File: config.mk
export PLATFORM = sky130hd
export DESIGN_NAME = ioctl_upload_server
export DESIGN_NICKNAME = d
export VERILOG_FILES = /design/src/rtl/ioctl_upload_pkg.sv /design/src/rtl/ioctl_upload_server_pause_handshake.sv /design/src/rtl/ioctl_upload_server.sv
export SDC_FILE = /design/constraint.sdc
export NUM_CORES = 1
export LEC_CHECK = 0
export BUFFER_PORTS_ARGS = -buffer_cell sky130_fd_sc_hd__buf_2
export CAP_MARGIN = 10
export CORE_MARGIN = 8
export CORE_UTILIZATION = 32
export CTS_BUF_LIST = sky130_fd_sc_hd__clkbuf_4 sky130_fd_sc_hd__clkbuf_8
export CTS_CLUSTER_SIZE = 25
export DETAILED_ROUTE_END_ITERATION = 7
export MAX_ROUTING_LAYER = met4
export SYNTH_ARGS = -nofsm -noshare
export SYNTH_HDL_FRONTEND = slang
export SYNTH_HIERARCHICAL = 1
export SYNTH_SLANG_ARGS = --single-unit
File: constraint.sdc
create_clock -name clk_sys -period 3.25 [get_ports clk_sys]
set_clock_uncertainty 0.1 [all_clocks]
set_input_delay 0.65 -clock clk_sys [delete_from_list [all_inputs] [get_ports clk_sys]]
set_output_delay 0.65 -clock clk_sys [all_outputs]
set_load 0.01 [all_outputs]
File: src/rtl/ioctl_upload_pkg.sv
// Shared types and constants for the ioctl upload (HPS readback) server.
package ioctl_upload_pkg;
    localparam int         IOCTL_AW = 25;
    localparam logic [7:0] OOR_FILL = 8'hFF;

    typedef enum logic [1:0] {
        IDLE,
        PAUSE,
        READY,
        FETCH
    } upl_state_t;
endpackage

File: src/rtl/ioctl_upload_server_pause_handshake.sv
// Core halt handshake: holds pause_req while an upload session is live and
// flags a timeout if the core never acknowledges.
module pause_handshake #(
    parameter int PAUSE_TIMEOUT = 4096
) (
    input  logic clk_sys,
    input  logic reset,
    input  logic hold,
    input  logic active,
    input  logic pause_ack,
    output logic pause_req,
    output logic granted,
    output logic timed_out
);
    logic [12:0] cnt;

    always_ff @(posedge clk_sys or posedge reset) begin
        if (reset) begin
            pause_req <= 1'b0;
            cnt       <= '0;
        end else begin
            pause_req <= hold;
            if (!active)
                cnt <= '0;
            else if (cnt != '1)
                cnt <= cnt + 13'd1;
        end
    end

    assign granted   = active & pause_ack;
    // Fires on the last permitted PAUSE cycle so READY follows exactly PAUSE_TIMEOUT cycles in.
    assign timed_out = active & (cnt >= 13'(PAUSE_TIMEOUT - 1));
endmodule

File: src/rtl/ioctl_upload_server.sv
// Answers HPS ioctl upload reads from a fixed-latency core RAM port while the
// core is held paused.
module ioctl_upload_server
    import ioctl_upload_pkg::*;
#(
    parameter int AW            = 10,
    parameter int RD_LAT        = 2,
    parameter int PAUSE_TIMEOUT = 4096
) (
    input  logic                clk_sys,
    input  logic                reset,
    input  logic                ioctl_upload,
    input  logic                ioctl_rd,
    input  logic [IOCTL_AW-1:0] ioctl_addr,
    output logic [7:0]          ioctl_din,
    output logic                ioctl_wait,
    output logic                pause_req,
    input  logic                pause_ack,
    output logic [AW-1:0]       mem_addr,
    output logic                mem_rd,
    input  logic [7:0]          mem_q,
    output logic                busy,
    output logic                err
);
    upl_state_t state, state_nxt;
    logic       upl_d, rise, fall;
    logic [2:0] lat_cnt;
    logic       granted, timed_out, in_range, lat_done;
    logic       issue, oor, capture, set_err, clr_err;

    assign rise     = ioctl_upload & ~upl_d;
    assign fall     = ~ioctl_upload & upl_d;
    assign in_range = (ioctl_addr[IOCTL_AW-1:AW] == '0);
    assign lat_done = (lat_cnt == 3'(RD_LAT));

    pause_handshake #(.PAUSE_TIMEOUT(PAUSE_TIMEOUT)) u_pause (
        .clk_sys   (clk_sys),
        .reset     (reset),
        .hold      (state_nxt != IDLE),
        .active    (state == PAUSE),
        .pause_ack (pause_ack),
        .pause_req (pause_req),
        .granted   (granted),
        .timed_out (timed_out)
    );

    always_ff @(posedge clk_sys or posedge reset) begin
        if (reset) state <= IDLE;
        else       state <= state_nxt;
    end

    always_comb begin
        state_nxt = state;
        if (state != IDLE && fall) begin
            state_nxt = IDLE;
        end else begin
            case (state)
                IDLE:  if (rise) state_nxt = PAUSE;
                PAUSE: if (granted || timed_out) state_nxt = READY;
                READY: if (ioctl_rd && in_range) state_nxt = FETCH;
                FETCH: if (lat_done) state_nxt = READY;
                default: state_nxt = IDLE;
            endcase
        end
    end

    always_comb begin
        issue      = (state == READY) & ioctl_rd & in_range & ~fall;
        oor        = (state == READY) & ioctl_rd & ~in_range & ~fall;
        capture    = (state == FETCH) & lat_done & ~fall;
        set_err    = ((state == PAUSE) & timed_out & ~pause_ack & ~fall) |
                     ((state == FETCH) & ioctl_rd);
        clr_err    = (state == IDLE) & rise;
        // Wait must already be high in the strobe cycle, hence the combinational term.
        ioctl_wait = (state == PAUSE) | (state == FETCH) |
                     ((state == READY) & ioctl_rd & in_range);
    end

    always_ff @(posedge clk_sys or posedge reset) begin
        if (reset) begin
            upl_d     <= 1'b0;
            lat_cnt   <= '0;
            ioctl_din <= '0;
            mem_addr  <= '0;
            mem_rd    <= 1'b0;
            busy      <= 1'b0;
            err       <= 1'b0;
        end else begin
            upl_d  <= ioctl_upload;
            busy   <= (state_nxt != IDLE);
            mem_rd <= issue;
            if (issue) begin
                mem_addr <= ioctl_addr[AW-1:0];
                lat_cnt  <= '0;
            end else if (state == FETCH) begin
                lat_cnt <= lat_cnt + 3'd1;
            end
            if (oor)          ioctl_din <= OOR_FILL;
            else if (capture) ioctl_din <= mem_q;
            if (clr_err)      err <= 1'b0;
            else if (set_err) err <= 1'b1;
        end
    end
endmodule

### After elaboration in Yosys (flattened, before gate mapping)

Index checks and enable logic that the tools add are counted.

* add/subtract/negate cells: 2
* order comparisons: 1
* equal/unequal tests: 6
* multiplexer cells: 14
* bitwise operators: 24
* reduce and logical (&&, ||, !) cells: 10

Operator list (number)
* $mux 13: 2
* $and 1x1->1: 16
* $mux 8: 2
* $logic_not 15->1: 1
* $add 13x1->13 const B: 1
* $ge 13x12->1 const B: 1
* $ne 13x13->1 const B: 1
* $mux 2: 5
* $reduce_bool 2->1: 5
* $pmux 2 s4: 1
* $mux 3: 2
* $not 1->1: 5
* $eq 2x2->1 const B: 2
* $add 3x1->3 const B: 1
* $eq 3x2->1 const B: 1
* $or 1x1->1: 3
* $eq 2x1->1 const B: 1
* $logic_and 1x1->1: 2
* $logic_not 2->1: 1
* $mux 1: 2
* $ne 2x2->1 const B: 1
* $logic_or 1x1->1: 1

* register bits: 40
* input bits: 38

### Logic depth before layout (Yosys ltp)

* depth in word-level cells: 8
* mapped depth: 8
* gate-level depth less buffers: 7

### By module

The synthesis kept the hierarchy.

By module, submodules not included
* ioctl_upload_server: instances 1, cells an instance 96, area each 1219.9 um^2, sequential area each 675.6 um^2
* pause_handshake: instances 1, cells an instance 71, area each 745.7 um^2, sequential area each 350.3 um^2

### Worst setup path before layout

OpenSTA, ideal clock, no wires.

* path kind: input-to-reg
* from: input port ioctl_addr[14]
* to: register mem_addr[0]
* data arrival time: 1.901 ns
* required time: 3.025 ns
* setup slack: 1.124 ns
* stages on the path: 5
* path buffers: 1
* cells stage by stage: nor4_2 nand4_2 nor4_4 buf_6 mux2_4

* cells in the longest elaborated chain, start to end: 3

RTL lines
* from (decl): line ioctl_upload_server.sv:14 `input logic [IOCTL_AW-1:0] ioctl_addr,`
* $logic_not 15->1: line ioctl_upload_server.sv:33 `assign in_range = (ioctl_addr[IOCTL_AW-1:AW] == '0);`
* $and 1x1->1 (2 in a row): line ioctl_upload_server.sv:68 `issue = (state == READY) & ioctl_rd & in_range & ~fall;`
* net issue: line ioctl_upload_server.sv:29 `logic issue, oor, capture, set_err, clr_err;`
* to (signal assigned): line ioctl_upload_server.sv:93 `mem_addr <= ioctl_addr[AW-1:0];`
* to (decl): line ioctl_upload_server.sv:19 `output logic [AW-1:0] mem_addr,`

The timed path passes the listed nets, and every way through them passes these cells.
A chain may end at the register's enable or synchronous reset.

### Worst setup path in the final report

* from: input port ioctl_addr[14]
* to: output port ioctl_wait

* cells in the longest elaborated chain, start to end: 3

RTL lines
* $logic_not 15->1: line ioctl_upload_server.sv:33
* $and 1x1->1: line ioctl_upload_server.sv:76 `((state == READY) & ioctl_rd & in_range);`
* $or 1x1->1: line ioctl_upload_server.sv:75 `ioctl_wait = (state == PAUSE) | (state == FETCH) |`
* to (decl): line ioctl_upload_server.sv:16 `output logic ioctl_wait,`

No other way between the ends.

==> impl_metrics.prom <==
# TYPE chip_impl_metric gauge
chip_impl_metric{name="syn_avg_cell_area",unit="um^2"} 11.8
chip_impl_metric{name="final_cycle_share",unit="%"} 71.3
chip_impl_metric{name="worst_path_largest_cell_delay",unit="ns"} 0.31
chip_impl_metric{name="final-instance-count-excl-fill",unit=""} 306
chip_impl_metric{name="critPathArrivalTime",unit="ns"} 1.57
chip_impl_metric{name="drv.max_cap_violation_count",unit=""} 0
chip_impl_metric{name="async_reset_ff_share",unit="%"} 100
chip_impl_metric{name="floorplan.core_area",unit="mm^2"} 0.00592
chip_impl_metric{name="port_buffers",unit=""} 60
chip_impl_metric{name="power.share.switching",unit="%"} 30.5
chip_impl_metric{name="timing.final.crit_period",unit="ns"} 2.32
chip_impl_metric{name="drtAntennaViolNets",unit=""} 0
chip_impl_info{name="worst_hold_path_type",value="input port to async pin"} 1
chip_impl_metric{name="edff_count_synth",unit=""} 0
chip_impl_metric{name="vdd_ir_drop_max",unit="V"} 0.000203
chip_impl_metric{name="regArea",unit="mm^2"} 0.00103
chip_impl_metric{name="ys_seq_elements",unit=""} 41
chip_impl_metric{name="syn_to_final_growth",unit="%"} 25.1
chip_impl_metric{name="total_congestion_overflow_after_global_routing",unit=""} 0
chip_impl_metric{name="chipWidth",unit="um"} 94.4
chip_impl_metric{name="place.gp.congestion",unit=""} 0.741
chip_impl_metric{name="power.internal",unit="uW"} 1020
chip_impl_info{name="crit_path_end_kind",value="output port"} 1
chip_impl_metric{name="floorplan.io_pins",unit=""} 61
chip_impl_metric{name="max_freq",unit="MHz"} 432
chip_impl_metric{name="synth.yosys.seq_area_share",unit="%"} 52.2
chip_impl_metric{name="cp_max_fo",unit=""} 3
chip_impl_metric{name="ys_warn_count",unit=""} 6
chip_impl_metric{name="first_pass_iters",unit=""} 4
chip_impl_metric{name="slew_headroom",unit="%"} 26.1
chip_impl_metric{name="power.density",unit="mW/mm^2"} 596
chip_impl_metric{name="syn-instance-count",unit=""} 167
chip_impl_metric{name="p_sw",unit="uW"} 446
chip_impl_metric{name="fillers",unit=""} 572
chip_impl_metric{name="number_of_pins_exceeding_their_max_slew_limit_in_the_final_report",unit=""} 0
chip_impl_metric{name="max_slew.worst_pin.slew",unit="ns"} 1.11
chip_impl_metric{name="power.share.sequential",unit="%"} 45.8
chip_impl_metric{name="drc",unit=""} 0
chip_impl_metric{name="combinationalPowerShare",unit="%"} 24.9
chip_impl_metric{name="cts_hold_buf",unit=""} 0
chip_impl_info{name="dominantRegCellSynth",value="dfrtp_1"} 1
chip_impl_metric{name="layout.nets",unit=""} 271
chip_impl_metric{name="detailedRoute.firstIterationViolations",unit=""} 35
chip_impl_metric{name="fp-row-count",unit=""} 28
chip_impl_metric{name="first_global_vias",unit=""} 1492
chip_impl_metric{name="synthesis.area",unit="mm^2"} 0.00197
chip_impl_metric{name="tritoncts.num_buffers",unit=""} 5
chip_impl_metric{name="final_layout_size_suffix_gt1_share",unit="%"} 41.1
chip_impl_metric{name="synth_cell_type_count",unit=""} 40
chip_impl_info{name="cts_root_buffer",value="clkbuf_8"} 1
chip_impl_metric{name="finalSetupTns",unit="ns"} 0
chip_impl_info{name="worstSetupStartpointType",value="input port"} 1
chip_impl_metric{name="worst-endpoint-required",unit="ns"} 2.50
chip_impl_info{name="critical_path.most_common_cell",value="buf_2"} 1
chip_impl_info{name="rsz_0062_raised_after_global_routing",value="false"} 1
chip_impl_metric{name="wl",unit="um"} 4200
chip_impl_metric{name="clock_sink_count",unit=""} 41
chip_impl_info{name="cp_slowest_cell",value="nor4_2"} 1
chip_impl_metric{name="hold_viol",unit=""} 0
chip_impl_info{name="tritoncts",value="yes"} 1
chip_impl_info{name="outcome",value="finished clean"} 1
chip_impl_metric{name="vias_per_cell",unit=""} 4.72
chip_impl_metric{name="ctsHtreeMaxLevel",unit=""} 2
chip_impl_metric{name="multi_input_comb_area",unit="um^2"} 866
chip_impl_metric{name="route.vias.total",unit=""} 1445
chip_impl_metric{name="globalRouteTotalUtil",unit="%"} 10.0
chip_impl_metric{name="count_of_instances_resized_after_the_clock_tree_is_built",unit=""} 0
chip_impl_metric{name="chipHeight",unit="um"} 94.4
chip_impl_metric{name="die-area",unit="mm^2"} 0.00891
chip_impl_metric{name="clock_latency",unit="ns"} 0.29
chip_impl_metric{name="place_hpwl",unit="um"} 3140
chip_impl_info{name="cells_traversed_along_the_worst_timing_path",value="buf_2, nor4_2, nand4_2, o21bai_1, buf_2"} 1
chip_impl_metric{name="grt_first_pass_wirelength",unit="um"} 6910
chip_impl_metric{name="effective_utilization_at_floorplan",unit="%"} 33.2
chip_impl_metric{name="leakagePower",unit="uW"} 0.00119
chip_impl_metric{name="synth_nets",unit=""} 208
chip_impl_metric{name="setup-violations-final",unit=""} 0
chip_impl_metric{name="utilization",unit="%"} 41.5
chip_impl_metric{name="wl_per_cell",unit="um"} 13.7
chip_impl_metric{name="clk_pin_slew_worst_paths",unit="ns"} 0.08
chip_impl_metric{name="grt_antenna_before_repair",unit=""} 0
chip_impl_metric{name="cts_post_setup_buffers_inserted",unit=""} 0
chip_impl_metric{name="clock_power_share",unit="%"} 29.3
chip_impl_info{name="crit_type",value="input port to output port"} 1
chip_impl_metric{name="grt_start_max_net_pins",unit=""} 28
chip_impl_metric{name="post-layout-total-power",unit="uW"} 1460
chip_impl_metric{name="antenna-diode-count",unit=""} 0
chip_impl_metric{name="cts_max_path_buffers",unit=""} 2
chip_impl_metric{name="dpl.cell_count",unit=""} 298
## routing by layer
layer	part of all wire, %	global-route usage, %	up-vias	wire (um)
met5	0	-	-	0
met4	1.5	4.76	0	65
met3	9.1	3.17	4	383
met2	46	14.9	48	1950
met1	43	12.1	682	1800
li1	-	-	711	-
## cells in the mapped netlist (4+ instances only)
cell,count,area [um^2]
xor2_1,4,35.0
dfrtp_1,41,1030
nand3_1,5,25.0
inv_1,6,22.5
mux2_4,5,75.1
nand2_1,14,52.6
mux2_2,5,56.3
buf_2,4,20.0
a21oi_1,10,50.1
mux2i_1,11,110
nor2_1,11,41.3
## metrics by stage
step | worst slack, ns | hold WS, ns | area [um^2]
global placement | 0.847 | 0.384 | 2340
detailed placement | 0.767 | 0.383 | 2340
floorplan | 1.12 | 0.368 | 1970
finish | 0.933 | 0.312 | 2460
CTS | 0.889 | 0.316 | 2460
global route | 0.673 | 0.342 | 2460
## sequential cells by signal, indices dropped and copies added (netlist names), 2 cells and up
| signal | count |
|---|---|
| state | 2 |
| ioctl_din | 8 |
| mem_addr | 10 |
| lat_cnt | 3 |
| u_pause/cnt | 13 |
## cell families (layout without fill, tap and decap cells)
logic type                 after synthesis  after routing  synth area share, %
xor gates and xnor gates                 7              7                 3.12
muxes                                   21             21                 12.3
DFF                                     41             41                 52.2
AOI/OAI and AO/OA                       23             23                 7.96
and+or+nand+nor                         58             58                 18.5
buffers and inverters                   14             78                 4.07
adders and majority gates                3              3                 1.91
## power by group through the flow
| stage | Combinational, uW | Clock (uW) | Sequential (uW) |
|---|---|---|---|
| 6_report | 365 | 429 | 671 |
| 5_1_grt | 422 | 462 | 685 |
| 4_1_cts | 374 | 444 | 672 |
| 3_5_place_dp | 371 | 0 | 682 |
| 3_3_place_gp | 364 | 0 | 681 |
| 2_1_floorplan | 230 | 0 | 674 |
## path summary, 6_finish.rpt
| check | to | from | slack, ns | depth (start not counted) |
|---|---|---|---|---|
| min in group clk_sys | ioctl_din[5] | ioctl_din[5] | 0.40 | 2 |
| min reg2reg | ioctl_din[5] | ioctl_din[5] | 0.40 | 2 |
| max | ioctl_wait | ioctl_addr[14] | 0.93 | 5 |
| min | mem_addr[1] | reset | 0.31 | 3 |
| max reg2reg | ioctl_din[4] | state[0] | 0.95 | 4 |
| max in group asynchronous | u_pause/cnt[10] | reset | 2.35 | 2 |
## final cells by class
| cell class | count | area share, % |
|---|---|---|
| Sequential cell | 41 | 41.7 |
| Multi-Input combinational cell | 112 | 35.2 |
| Clock buffer | 7 | 3.66 |
| Inverter | 6 | 0.916 |
| Tap cell | 75 | 3.82 |
| Timing Repair Buffer | 64 | 13.4 |
| Clock inverter | 1 | 1.22 |
## cells in the final DEF (no fill, tap or decap), types with 2 or more instances in the layout
master,instances
nor2b_1,3
a21oi_1,10
and3_1,2
xor2_1,4
inv_1,6
nand2_1,14
mux2_4,5
mux2_2,5
a211oi_2,2
clkbuf_8,6
buf_2,60
nor3_1,3
nor4_2,3
and4_1,3
nand4_1,3
nand2b_1,2
dfrtp_1,41
a31oi_1,2
nand3_1,5
nor2_1,11
mux2i_1,11
xnor2_1,3
buf_4,4
o21ai_0,2
ha_1,3
## worst max-delay path: cells and delay by family
kind | cells | cell delay, ns
and+or+nand+nor | 2 | 0.51
buffers and inverters | 2 | 0.25
AOI/OAI and AO/OA | 1 | 0.16
Note: power is estimated with default switching activity, not from simulation.
